<file path="config.mk">
export PLATFORM = sky130hd
export DESIGN_NAME = debouncer
export DESIGN_NICKNAME = d
export VERILOG_FILES = /design/src/rtl/debouncer_pkg.sv /design/src/rtl/debouncer_counter.sv /design/src/rtl/debouncer.sv
export SDC_FILE = /design/constraint.sdc
export NUM_CORES = 1
export LEC_CHECK = 0
export ABC_AREA = 1
export BUFFER_PORTS_ARGS = -buffer_cell sky130_fd_sc_hd__buf_2
export CAP_MARGIN = 25
export CORE_ASPECT_RATIO = 0.6
export CORE_MARGIN = 4
export CORE_UTILIZATION = 64
export CTS_CLUSTER_SIZE = 20
export DETAILED_ROUTE_END_ITERATION = 16
export PLACE_DENSITY = 0.79
export SYNTH_ARGS = -nofsm -noshare
export SYNTH_HDL_FRONTEND = slang
export SYNTH_SLANG_ARGS = --single-unit
</file>
<file path="constraint.sdc">
create_clock -name clk -period 2.4 [get_ports clk]
set_input_delay 0.24 -clock clk [delete_from_list [all_inputs] [get_ports clk]]
set_output_delay 0.24 -clock clk [all_outputs]
set_load 0.005 [all_outputs]
</file>
<file path="src/rtl/debouncer_pkg.sv">
// Shared types and defaults for the keypad debouncer.
package debouncer_pkg;

  localparam int DEBOUNCE_CYCLES_DEFAULT = 960000;

  typedef enum logic [1:0] {
    IDLE,
    PRESS_WAIT,
    HELD,
    RELEASE_WAIT
  } state_t;

endpackage

</file>
<file path="src/rtl/debouncer_counter.sv">
// Clear/enable stability counter that saturates at MAX and flags completion.
module debounce_counter #(
  parameter int MAX   = 960000,
  parameter int CNT_W = 20
) (
  input  logic             clk,
  input  logic             reset,
  input  logic             clr,
  input  logic             en,
  output logic [CNT_W-1:0] count,
  output logic             done
);

  assign done = (count == CNT_W'(MAX));

  always_ff @(posedge clk or posedge reset) begin
    if (reset) begin
      count <= '0;
    end else if (clr) begin
      count <= '0;
    end else if (en && !done) begin
      count <= count + 1'b1;
    end
  end

endmodule

</file>
<file path="src/rtl/debouncer.sv">
// Keypad debouncer: publishes a key code once the press has been stable for
// DEBOUNCE_CYCLES clocks, then waits for an equally stable release.
module debouncer
  import debouncer_pkg::*;
#(
  parameter int DEBOUNCE_CYCLES = DEBOUNCE_CYCLES_DEFAULT,
  parameter int CNT_W           = 20
) (
  input  logic       clk,
  input  logic       reset,
  input  logic [3:0] sig_in,
  input  logic       key_pressed,
  output logic [3:0] sig_out
);

  state_t           state;
  state_t           state_nxt;
  logic [3:0]       code_q;
  logic [CNT_W-1:0] counter;
  logic             counter_done;
  logic             cnt_clr;
  logic             cnt_en;
  logic             cap_code;
  logic             load_out;

  debounce_counter #(
    .MAX   (DEBOUNCE_CYCLES),
    .CNT_W (CNT_W)
  ) u_counter (
    .clk   (clk),
    .reset (reset),
    .clr   (cnt_clr),
    .en    (cnt_en),
    .count (counter),
    .done  (counter_done)
  );

  // key_pressed changes are tested before counter_done so a bounce always wins.
  always_comb begin
    state_nxt = state;
    cnt_clr   = 1'b1;
    cnt_en    = 1'b0;
    cap_code  = 1'b0;
    load_out  = 1'b0;
    unique case (state)
      IDLE: begin
        if (key_pressed) begin
          cap_code  = 1'b1;
          state_nxt = PRESS_WAIT;
        end
      end
      PRESS_WAIT: begin
        if (!key_pressed) begin
          state_nxt = IDLE;
        end else if (sig_in != code_q) begin
          cap_code = 1'b1;
        end else if (counter_done) begin
          load_out  = 1'b1;
          state_nxt = HELD;
        end else begin
          cnt_clr = 1'b0;
          cnt_en  = 1'b1;
        end
      end
      HELD: begin
        if (!key_pressed) begin
          state_nxt = RELEASE_WAIT;
        end
      end
      RELEASE_WAIT: begin
        if (key_pressed) begin
          state_nxt = HELD;
        end else if (counter_done) begin
          state_nxt = IDLE;
        end else begin
          cnt_clr = 1'b0;
          cnt_en  = 1'b1;
        end
      end
      default: state_nxt = IDLE;
    endcase
  end

  always_ff @(posedge clk or posedge reset) begin
    if (reset) begin
      state   <= IDLE;
      code_q  <= 4'h0;
      sig_out <= 4'h0;
    end else begin
      state <= state_nxt;
      if (cap_code) code_q  <= sig_in;
      if (load_out) sig_out <= code_q;
    end
  end

endmodule

</file>
==> results.rst <==
.. list-table::
   :header-rows: 1

   * - Metric
     - Value
   * - Classification of the worst setup path
     - flop to flop
   * - Vias post-DR
     - 1474
   * - Internal reg-to-reg setup slack
     - 560 ps
   * - Number of sinks driven by the clock tree
     - 30
   * - Fraction of the yosys area taken by sequential cells
     - 0.427
   * - Vias in the first global route
     - 1426
   * - Count of H-tree levels built during CTS
     - 2
   * - Count of hold-fix buffers inserted at cts
     - 0
   * - Wire length of the first global-routing pass
     - ~6.6 mm
   * - Slew Limit Fails
     - 0
   * - Average vias per placed instance
     - between 5 and 6
   * - Worst voltage drop across the vdd grid
     - ~0.00059 V
   * - Number of synthesized register bits
     - 30
   * - Area fraction in compound gates after synthesis
     - 0.0220
   * - Critical Path AT
     - 2020 ps
   * - Multiplexer fraction of the synthesized cell area
     - 0
   * - Die Y-Extent
     - 48.6 um
   * - Antenna violations before repair
     - 0
   * - Basic-gate share of the synthesized area counting and, or, nand and nor cells
     - 0.392
   * - Post-CTS setup-driven buffer insertion count
     - 0
   * - Clock tree root driver cell
     - sky130_fd_sc_hd__clkbuf_8
   * - Maximum number of pins on one net before global-route repair
     - 31
   * - Final HPWL from detailed placement
     - 2.90 mm
   * - Synth Area in Adders
     - 0.0142
   * - Endpoint required time on the critical path
     - around 2600 ps
   * - Remaining antenna violation count
     - 0
   * - Worst rel slew slack
     - 0.600
   * - Synthesized netlist net count
     - 234
   * - Number of buffers between clock root and the deepest sink
     - 2
   * - End of the worst register-to-register path
     - u_counter.count[15]$_DFFE_PP0P_
   * - Layout area overhead
     - 11.3%
   * - Fraction of the cycle the final worst path needs
     - 0.767
   * - Insertion delay of the later-clocked pin in the worst-skew pair
     - 290 ps
   * - # setup viols final
     - 0
   * - Unrepaired setup endpoints after global routing
     - no
   * - # nets final
     - approximately 250
   * - Post-route clock skew
     - 5.16 ps
   * - Input/output buffers
     - 10
   * - CP endpoint kind
     - flop
   * - Die area
     - 3680 sq um
   * - Highest attainable clock frequency
     - approximately 0.54 GHz
   * - Min-delay worst type
     - input pin to async pin
   * - TritonCTS clock tree
     - yes
   * - Final setup TNS
     - 0 ps
   * - Fraction of the core area covered by cells at the end of the flow
     - 0.766
   * - Core footprint
     - 2560 sq um
   * - Standby leakage power
     - 0.886 nW
   * - Worst Max-Slew Pin Slew
     - ~600 ps
   * - Final hold violation count
     - 0
   * - Effective utilization at floorplan
     - 0.688
   * - Pre-antenna DRT Iters
     - 4
   * - Sort of element at the start of the critical path
     - flop
   * - Combinational family with the most area after synthesis
     - simple AND/OR/NAND/NOR gates
   * - Areal power density over the cells
     - ~730 nW/um^2
   * - Final weighted congestion in routability-driven placement
     - ~0.87
   * - Cts bufs inserted
     - 5
   * - # rows
     - 14
   * - Number of DRC markers in iteration 0
     - ~170
   * - Shortest clock period the worst path allows after layout
     - 1840 ps
   * - Depth of the most critical reg-to-reg path
     - 8
   * - Minimum hold slack
     - 23.7 ps
   * - Parity-gate share of the synthesized area counting xor and xnor cells
     - 0.0747
   * - Post-CTS sizing
     - 0
   * - Yosys warns
     - 0
   * - Status
     - finished clean
   * - N_diodes
     - 0
   * - Number of flops mapped to enable cells by yosys
     - 0
   * - Leading register cell type out of synthesis
     - sky130_fd_sc_hd__dfrtp_1
   * - Reg clk slew, reported paths
     - 70 ps
   * - Mean instance size in the synthesized netlist
     - 7.82 sq um
   * - Async SR Flop Fraction
     - 1.00
   * - Remaining routing DRC violations
     - 0
   * - Total global routing overflow
     - 0
   * - Number of ports placed on the die boundary
     - 11
   * - Wire length after detailed routing
     - 3.80 mm
   * - Number of max-cap violations
     - 0
   * - Count of distinct cell types in the synthesized netlist
     - 23
   * - Startpoint of the lowest-slack register-to-register path
     - u_counter.count[0]$_DFFE_PP0P_
   * - Worst-path fanout max
     - 12
   * - Average routed wire per standard cell
     - 13.8 um
   * - Cell count after synthesis
     - 225
   * - Share of final-layout standard cells stronger than drive strength 1
     - 0.247
   * - Die extent in x
     - 75.7 um
   * - GRT Util Overall
     - 0.237
   * - Post-synthesis instance area
     - 1760 sq um
[critical path: stages, from the launching register on]
cell and delay [ps]:
sky130_fd_sc_hd__dfrtp_1 470, sky130_fd_sc_hd__inv_1 100, sky130_fd_sc_hd__ha_1 160, sky130_fd_sc_hd__nand3_1 90, sky130_fd_sc_hd__nor2_1 190, sky130_fd_sc_hd__nand3_2 150, sky130_fd_sc_hd__o21ai_2 270, sky130_fd_sc_hd__buf_8 250
sky130_fd_sc_hd__nor2_2 50
[area by class of cell]
class / instances / area [sq um]
Fill cell: 205 / 599
Clock inverter: 3 / 40.0
Sequential cell: 30 / 751
Tap cell: 32 / 40.0
Multi-Input combinational cell: 166 / 885
Clock buffer: 5 / 68.8
Timing Repair Buffer: 12 / 72.6
Inverter: 27 / 101
[sequential cells by signal, indices dropped and copies added, names as in the netlist, named ones only]
signal,cells
state,1
sig_out,4
u_counter.count,20
code_q,4
[cells in the final DEF, fill, tap and decap left out, drive strengths merged]
cell type	n
a21oi	2
buf	12
bufinv	1
clkbuf	5
clkinv	2
dfrtp	30
ha	2
inv	27
nand2	64
nand3	17
nand3b	1
nand4	3
nor2	53
nor3	4
o21ai	5
xnor2	5
xor2	10
[report_power, final]
part / switching (mW) / internal, mW / leakage, nW
registers: 0.0597 / 0.563 / 0.408
logic: 0.215 / 0.0993 / 0.421
clock network: 0.197 / 0.305 / 0.0579
total: 0.471 / 0.967 / 0.886
[synth_stat cells (2+ instances only)]
library cell	n	area, sq um
sky130_fd_sc_hd__nor3_1	2	10.0
sky130_fd_sc_hd__xor2_1	10	87.6
sky130_fd_sc_hd__nand3_1	15	75.1
sky130_fd_sc_hd__ha_1	2	25.0
sky130_fd_sc_hd__xnor2_1	5	43.8
sky130_fd_sc_hd__buf_6	2	22.5
sky130_fd_sc_hd__nand2_1	60	225
sky130_fd_sc_hd__nand4_1	3	18.8
sky130_fd_sc_hd__dfrtp_1	30	751
sky130_fd_sc_hd__inv_2	3	11.3
sky130_fd_sc_hd__nor2_1	25	93.8
sky130_fd_sc_hd__nor2_2	27	169
sky130_fd_sc_hd__a21oi_1	2	10.0
sky130_fd_sc_hd__o21ai_0	4	20.0
sky130_fd_sc_hd__nand2_2	4	25.0
sky130_fd_sc_hd__inv_1	24	90.1
[per-stage QoR]
stage               worst slack (ps)  instances  area [sq um]  total power [mW]
global placement                 486        266          1830             0.900
global route                     491        275          1960              1.52
CTS                              589        275          1960              1.44
finish                           560        275          1960              1.44
floorplan                        972        225          1760             0.869
detailed placement               638        267          1850             0.942
[kinds of logic (layout without fill, tap and decap cells)]
family | count (synthesis) | after routing
AOI/OAI and AO/OA | 7 | 7
xor gates and xnor gates | 15 | 15
adders and majority gates | 2 | 2
buffers and inverters | 29 | 47
DFF | 30 | 30
and+or+nand+nor | 142 | 142
[layer usage]
layer	up-vias	wire length, um	global-route usage
met5	-	0	0
met4	0	71	0.0901
met3	10	379	0.0640
met2	69	1610	0.317
met1	675	1740	0.360
li1	720	-	-
[worst max path at each step]
stage,from,slack (ps),to,cells past startpoint
4_1_cts,u_counter.count[0]$_DFFE_PP0P_,590,u_counter.count[10]$_DFFE_PP0P_,8
3_5_place_dp,u_counter.count[0]$_DFFE_PP0P_,640,u_counter.count[10]$_DFFE_PP0P_,8
3_3_place_gp,code_q[2]$_DFFE_PP0P_,490,u_counter.count[17]$_DFFE_PP0P_,8
2_1_floorplan,u_counter.count[0]$_DFFE_PP0P_,970,u_counter.count[10]$_DFFE_PP0P_,7
6_report,u_counter.count[0]$_DFFE_PP0P_,560,u_counter.count[15]$_DFFE_PP0P_,8
5_1_grt,u_counter.count[0]$_DFFE_PP0P_,490,u_counter.count[10]$_DFFE_PP0P_,8
Note: power is estimated with default switching activity, not from simulation.
